File: src/rtl/wb_stage_pkg.sv
// Shared rv32i types for the writeback end of the pipeline:
// load funct3 encodings and the writeback FSM state type.
package wb_stage_pkg;

    localparam logic [2:0] F3_LB  = 3'b000;
    localparam logic [2:0] F3_LH  = 3'b001;
    localparam logic [2:0] F3_LW  = 3'b010;
    localparam logic [2:0] F3_LBU = 3'b100;
    localparam logic [2:0] F3_LHU = 3'b101;

    typedef enum logic {
        IDLE,
        WAIT_LOAD
    } wb_state_t;

endpackage

File: src/rtl/wb_stage_load_formatter.sv
// Combinational load-data formatter: picks byte/half/word from the raw
// aligned memory word and extends it.
// Ports: funct3, addr_lo, rdata in; data, misaligned out.
module load_formatter
    import wb_stage_pkg::*;
#(
    parameter int XLEN = 32
) (
    input  logic [2:0]      funct3,
    input  logic [1:0]      addr_lo,
    input  logic [XLEN-1:0] rdata,
    output logic [XLEN-1:0] data,
    output logic            misaligned
);

    logic [7:0]  byte_sel;
    logic [15:0] half_sel;

    always_comb begin
        byte_sel   = rdata[{addr_lo, 3'b000} +: 8];
        half_sel   = addr_lo[1] ? rdata[31:16] : rdata[15:0];
        data       = '0;
        misaligned = 1'b0;
        case (funct3)
            F3_LB:  data = {{(XLEN-8){byte_sel[7]}}, byte_sel};
            F3_LBU: data = {{(XLEN-8){1'b0}}, byte_sel};
            F3_LH: begin
                data       = {{(XLEN-16){half_sel[15]}}, half_sel};
                misaligned = addr_lo[0];
            end
            F3_LHU: begin
                data       = {{(XLEN-16){1'b0}}, half_sel};
                misaligned = addr_lo[0];
            end
            F3_LW: begin
                data       = rdata;
                misaligned = (addr_lo != 2'b00);
            end
            // Undefined load widths are treated like a misaligned access.
            default: misaligned = 1'b1;
        endcase
    end

endmodule

File: src/rtl/wb_stage.sv
// Writeback stage: sole driver of the regfile write port. Retires one
// instruction at a time, waits for dmem on loads, counts retirements.
// Ports: MEM/WB handshake (mem_*), dmem response, rf_* write port,
// instret counter, sticky err flag.
module wb_stage
    import wb_stage_pkg::*;
#(
    parameter int XLEN  = 32,
    parameter int CNT_W = 32
) (
    input  logic             clk,
    input  logic             rst,
    input  logic             mem_valid,
    output logic             mem_ready,
    input  logic             mem_regwrite,
    input  logic [4:0]       mem_rd,
    input  logic             mem_is_load,
    input  logic [2:0]       mem_funct3,
    input  logic [1:0]       mem_addr_lo,
    input  logic [XLEN-1:0]  mem_alu_result,
    input  logic             dmem_resp,
    input  logic [XLEN-1:0]  dmem_rdata,
    output logic             rf_load,
    output logic [4:0]       rf_dest,
    output logic [XLEN-1:0]  rf_in,
    output logic [CNT_W-1:0] instret,
    output logic             err
);

    wb_state_t        state_q, state_d;
    logic [4:0]       ld_rd_q, ld_rd_d;
    logic             ld_we_q, ld_we_d;
    logic [2:0]       ld_f3_q, ld_f3_d;
    logic [1:0]       ld_lo_q, ld_lo_d;
    logic             rf_load_q, rf_load_d;
    logic [4:0]       rf_dest_q, rf_dest_d;
    logic [XLEN-1:0]  rf_in_q, rf_in_d;
    logic [CNT_W-1:0] instret_q, instret_d;
    logic             err_q, err_d;

    logic [XLEN-1:0]  fmt_data;
    logic             fmt_mis;

    load_formatter #(.XLEN(XLEN)) u_fmt (
        .funct3     (ld_f3_q),
        .addr_lo    (ld_lo_q),
        .rdata      (dmem_rdata),
        .data       (fmt_data),
        .misaligned (fmt_mis)
    );

    assign mem_ready = (state_q == IDLE);

    always_comb begin
        state_d   = state_q;
        ld_rd_d   = ld_rd_q;
        ld_we_d   = ld_we_q;
        ld_f3_d   = ld_f3_q;
        ld_lo_d   = ld_lo_q;
        rf_load_d = 1'b0;
        rf_dest_d = rf_dest_q;
        rf_in_d   = rf_in_q;
        instret_d = instret_q;
        err_d     = err_q;
        unique case (state_q)
            IDLE: begin
                if (mem_valid) begin
                    if (mem_is_load) begin
                        ld_rd_d = mem_rd;
                        ld_we_d = mem_regwrite;
                        ld_f3_d = mem_funct3;
                        ld_lo_d = mem_addr_lo;
                        state_d = WAIT_LOAD;
                    end else begin
                        instret_d = instret_q + CNT_W'(1);
                        // Dest/data only move when a write is issued.
                        if (mem_regwrite && (mem_rd != 5'd0)) begin
                            rf_load_d = 1'b1;
                            rf_dest_d = mem_rd;
                            rf_in_d   = mem_alu_result;
                        end
                    end
                end
            end
            WAIT_LOAD: begin
                if (dmem_resp) begin
                    state_d   = IDLE;
                    instret_d = instret_q + CNT_W'(1);
                    if (fmt_mis) begin
                        err_d = 1'b1;
                    end else if (ld_we_q && (ld_rd_q != 5'd0)) begin
                        rf_load_d = 1'b1;
                        rf_dest_d = ld_rd_q;
                        rf_in_d   = fmt_data;
                    end
                end
            end
        endcase
    end

    always_ff @(posedge clk or negedge rst) begin
        if (!rst) begin
            state_q   <= IDLE;
            ld_rd_q   <= '0;
            ld_we_q   <= 1'b0;
            ld_f3_q   <= '0;
            ld_lo_q   <= '0;
            rf_load_q <= 1'b0;
            rf_dest_q <= '0;
            rf_in_q   <= '0;
            instret_q <= '0;
            err_q     <= 1'b0;
        end else begin
            state_q   <= state_d;
            ld_rd_q   <= ld_rd_d;
            ld_we_q   <= ld_we_d;
            ld_f3_q   <= ld_f3_d;
            ld_lo_q   <= ld_lo_d;
            rf_load_q <= rf_load_d;
            rf_dest_q <= rf_dest_d;
            rf_in_q   <= rf_in_d;
            instret_q <= instret_d;
            err_q     <= err_d;
        end
    end

    assign rf_load = rf_load_q;
    assign rf_dest = rf_dest_q;
    assign rf_in   = rf_in_q;
    assign instret = instret_q;
    assign err     = err_q;

endmodule

File: config.mk
export PLATFORM = sky130hd
export DESIGN_NAME = wb_stage
export DESIGN_NICKNAME = d
export VERILOG_FILES = /design/src/rtl/wb_stage_pkg.sv /design/src/rtl/wb_stage_load_formatter.sv /design/src/rtl/wb_stage.sv
export SDC_FILE = /design/constraint.sdc
export NUM_CORES = 1
export LEC_CHECK = 0
export BUFFER_PORTS_ARGS = -buffer_cell sky130_fd_sc_hd__buf_2
export CAP_MARGIN = 25
export CORE_UTILIZATION = 25
export DETAILED_ROUTE_END_ITERATION = 8
export PLACE_DENSITY = 0.51
export SLEW_MARGIN = 30
export SYNTH_ARGS = -nofsm -noshare
export SYNTH_HDL_FRONTEND = slang
export SYNTH_SLANG_ARGS = --single-unit
File: constraint.sdc
create_clock -name clk -period 2.1 [get_ports clk]
set_input_delay 0.315 -clock clk [delete_from_list [all_inputs] [get_ports clk]]
set_output_delay 0.315 -clock clk [all_outputs]
set_load 0.01 [all_outputs]
Word-level counts from Yosys, hierarchy flattened
Index checks and enable logic that the tools add are counted.
{ "op_classes": {"eq_ne": 10, "n_mul": 0, "n_mux": 32, "n_addsub": 1, "shifts": 1, "n_reduce_logical": 12, "magnitude_cmp": 0, "div": 0, "bitwise": 1} }
{ "op_table": {"columns": ["operator", "n"], "rows": [
  ["$mux 32", 9],
  ["$pmux 32 s5", 1],
  ["$pmux 32 s2", 2],
  ["$add 32x1->32 const B", 1],
  ["$shiftx 32x6->8", 1],
  ["$mux 5", 6],
  ["$mux 16", 1],
  ["$pmux 5 s2", 1],
  ["$reduce_bool 5->1", 2],
  ["$mux 1", 9],
  ["$reduce_and 3->1", 3],
  ["$ne 2x2->1 const B", 4],
  ["$eq 3x3->1 const B", 2],
  ["$reduce_and 6->1", 1],
  ["$ne 2x1->1 const B", 2],
  ["$pmux 1 s2", 2],
  ["$reduce_or 2->1", 2],
  ["$eq 3x1->1 const B", 1],
  ["$eq 3x2->1 const B", 1],
  ["$logic_not 3->1", 1],
  ["$pmux 1 s3", 1],
  ["$logic_and 1x1->1", 2],
  ["$reduce_bool 2->1", 1],
  ["$not 1->1", 1]
]} }
{ "totals": {"word_cells": 67, "latch_bits": 0, "regBits": 83, "rom_bits": 0, "ramBits": 0, "memories": 0, "input_bits": 80, "out_inout_bits": 72} }

Depth between registers and ports, before layout
{ "logic_depth": {"ltp_word": 6, "mapped_depth": 8, "depth_no_buf": 5} }

By module
From an unflattened synthesis, not the netlist that was laid out.
{ "unflattened": {"hier_cells": 406, "hier_area_um2": 4868.4} }
{ "modules_own_cells": {"columns": ["module", "instances", "area_per_inst_um2", "seq_area_each_um2", "cells_each"], "rows": [
  ["wb_stage", 1, 3970.1, 2077.0, 298],
  ["load_formatter", 1, 898.4, 0.0, 108]
]} }

Worst setup path before layout
Ideal clock, no wire load.
{ "synth_path": {"path_kind": "register -> register", "from": "reg instret_q[5], in the netlist instret[5]", "to": "reg instret_q[24], in the netlist instret[24]", "n_path_buf": 0, "slack_ns": 0.209, "synth_period_minus_slack_ns": 1.891, "stages_incl_launch_ff": 6, "required_ns": 1.974, "arrival_ns": 1.765, "setup_time_ns": 0.126, "cell_sequence": "dfrtp_1 nand4_1 or4_4 nor4_4 nand3_1 xnor2_1"} }
{ "synth_via": {"elab_chain_cells": 4, "elab_cells_between_ends": 5, "cone_classes": "1 x add/sub; 4 x mux"} }
{ "synth_rtl": {"columns": ["item", "line_no", "source"], "rows": [
  ["start, declared", "wb_stage.sv:38", "logic [CNT_W-1:0] instret_q, instret_d;"],
  ["start signal, assigned", "wb_stage.sv:122", "instret_q <= instret_d;"],
  ["$add 32x1->32 (*)", "wb_stage.sv:75, wb_stage.sv:88", null],
  ["$mux 32", "wb_stage.sv:68", "if (mem_is_load) begin"],
  ["$mux 32", "wb_stage.sv:67", "if (mem_valid) begin"],
  ["$pmux 32 s2 (*)", "wb_stage.sv:65", "unique case (state_q)"]
]} }
Every way passes the cells marked *; elsewhere a longest branch is shown, timed or not. The select of a mux whose other input is x is not followed.
A chain may end at the register's enable or synchronous reset.

Worst setup path in the final report
{ "layout_path": {"from": "reg instret_q[7], in the netlist instret[7]", "to": "reg instret_q[24], in the netlist instret[24]"} }
Same word-level chain as after synthesis.

==> reports/results.txt <==
Status -> finished, violations left
Failing checks -> hold timing
Core Box Area -> 0.0161 mm^2
Cells after Synth -> 432
Post-synth EDFFs -> 0
VDD IR max -> 0.363 mV
Arr. time, crit path -> 2.16 ns
CTS tree -> done
Sw frac -> 33.7%
Syn avg cell area -> 9.70 um^2
Fmax -> 514 MHz
R2R cell count -> 5
Worst Setup Start Kind -> flip-flop
Power Density -> 1010 mW/mm^2
Dpl cells -> 789
H-tree depth -> 3
Minimum clock period -> 1.94 ns
Final Slew Violations -> 0
Vias in the first global route -> 3,838
Setup ws final -> 0.155 ns
Unrepaired setup endpoints after global routing -> false
Skew-Pair Late Insertion Delay -> 0.34 ns
Sequential cell area -> 0.00208 mm^2
Fin crit share -> 92.6%
Total GRT Usage -> 15.7%
Max_cap viols -> 0
Synth Flop Type -> dfrtp_1
Sequential area share after synthesis -> 49.6%
Layout cells sized above 1 -> 34.5%
Worst setup EP type -> flip-flop
Layout Nets -> 665
Grt met1 use -> 20.7%
Via-per-instance ratio -> 4.71
Reg2reg setup slack -> 0.16 ns
GP Congestion -> 0.842
M2 GR Usage -> 24.9%
Syn_nets -> 513
Setup TNS -> 0 ns
CTS Buffer Depth -> 2
First-pass GRT wire length -> 21.2 mm
Switching pwr -> 1.90 mW
Starting Density -> 26.0%
Port bufs -> 151
Synth warn -> 0
Cts repair resizes -> 0
Min Hold Slack -> -0.0197 ns
Worst-path fanout max -> 5
Int Pwr -> 3.73 mW
Leak -> 2.59 nW
WL final -> 13.1 mm
Inserted Diodes -> 0
Clock share of power -> 28.0%
Die H -> 131 um
Initial antenna violation count -> 1
Root buf cell -> clkbuf_16
Area grow syn2layout -> 32.8%
Multi-input gate area -> 0.00195 mm^2
# setup viols final -> 0
Routing usage on met3 -> 3.05%
Crit path required time -> 2.32 ns
Clk sinks -> 83
Syn Std Cell Area -> 0.00419 mm^2
Hold_buf cts -> 0
Worst slew pin tran -> 0.654 ns
Post-place setup slack -> 0.131 ns
Worst hold path class -> primary input to asynchronous set/reset pin
DR WL/cell -> 16.2 um
Comb pwr share -> 31.3%
Setup CP Type -> flip-flop to flip-flop
Largest net degree at the start of global routing -> 76
DR DRC count -> 0
# rows -> 46
Detailed Routing Iterations Pass 1 -> 4
Buffers inserted by post-CTS timing repair -> 0
Commonest non-fill, non-tap cell in the layout -> buf_2
Via count -> 3,793
Width of the die -> 131 um
Reg clk slew, reported paths -> 0.06 ns
GRT busiest layer -> met2
Part of the power in registers -> 40.8%
Ports -> 152
Synthesis-stage register bit count -> 83
Synth cell types -> 45
Most frequent cells in the layout -> 150 x buf_2, 83 x dfrtp_1, 49 x nand2_1, 36 x o21ai_0, 27 x nor2_1
Relative slew slack -> 56.4%
Async set-reset flop share out of synthesis -> 100%
Residual overflow from global routing -> 0
DIE AREA -> 0.0173 mm^2
Routed Antenna Nets -> 0
Clock skew -> 0.00739 ns
CTS buffer count -> 9
Final Hold Viols -> 11
Placed wire-length estimate -> 9.75 mm
DRC marker count from the first detailed-route iteration -> 255
Fill cells -> 1,720
Post-Layout Cell Count -> 805
-- final cells by class --
class / count / area share, %
inverters: 22 / 1.48
repair buffers: 166 / 16.1
multi-input cells: 302 / 35.0
well taps: 216 / 4.86
flip-flops and latches: 83 / 37.3
clock buffers: 10 / 4.12
clock inverters: 6 / 1.15
-- final timing paths --
kind	start	endpoint
setup / recovery	instret[7]	instret[24]
hold / removal	rst	rf_in[15]
setup reg to reg	instret[7]	instret[24]
hold reg to reg	err	err
max in group asynchronous	rst	ld_rd_q[0]
min in group clk	dmem_resp	state_q
-- cells in the mapped netlist (all sizes together) (2+ instances only) --
library cell / n / area (um^2)
o22a: 16 / 140
nand2b: 4 / 25.0
dfrtp: 83 / 2080
a22o: 2 / 17.5
a221oi: 5 / 43.8
nor3b: 2 / 20.0
nand3: 14 / 70.1
nor2b: 3 / 18.8
o21ai: 37 / 185
mux2i: 14 / 140
a21oi: 23 / 115
nor2: 27 / 101
and2: 2 / 13.8
or4: 3 / 26.3
o211ai: 3 / 22.5
nand4: 6 / 37.5
clkbuf: 20 / 75.1
a21o: 2 / 15.0
mux2: 12 / 135
o32ai: 2 / 17.5
a32o: 2 / 20.0
xor2: 7 / 61.3
buf: 5 / 22.5
nor3: 10 / 55.1
xnor2: 24 / 210
nand2: 49 / 184
o21a: 5 / 37.5
inv: 22 / 82.6
o221ai: 5 / 43.8
and3: 5 / 33.8
a31oi: 11 / 68.8
-- metal layers --
metal	wire, um	part of all wire [%]
met5	14	0.11
met4	342	2.6
met3	577	4.4
met2	6300	48
met1	5850	45
-- stage by stage --
step | power, mW | area, um^2 | util, %
finish | 5.63 | 5560 | 34.5
global route | 6.03 | 5560 | 34.5
CTS | 5.74 | 5560 | 34.5
detailed placement | 4.10 | 5270 | 32.7
global placement | 4.05 | 5270 | 32.7
floorplan | 3.28 | 4190 | -
-- critical path, cell delays in order (launching register included) --
cell and delay [ns]:
dfrtp_1 0.41, nand4_1 0.14, or4_4 0.61, nor4_4 0.38, nand3_1 0.14, xnor2_1 0.14
-- power by group through the flow --
stage	registers (mW)	logic, mW	clock network, mW
3_5_place_dp	2.33	1.78	0
4_1_cts	2.30	1.78	1.65
2_1_floorplan	2.46	0.823	0
6_report	2.30	1.76	1.58
3_3_place_gp	2.31	1.74	0
5_1_grt	2.36	1.94	1.73
-- cells by family (layout without fill, tap and decap cells) --
kind of cell / count (synthesis) / after routing / share of synthesized area (%)
simple gates: 129 / 129 / 15.0
buf+inv: 47 / 204 / 4.30
compound gates: 115 / 115 / 17.7
flops: 83 / 83 / 49.6
xor+xnor: 31 / 31 / 6.48
mux: 26 / 26 / 6.57
fa+ha+maj: 1 / 1 / 0.299
-- registers in the layout, summed over array words and instances (netlist names) --
name,flops
ld_f3_q,3
ld_we_q,1
rf_dest,5
instret,32
err,1
rf_load,1
state_q,1
ld_lo_q,2
ld_rd_q,5
rf_in,32
(Power assumes the default switching activity.)
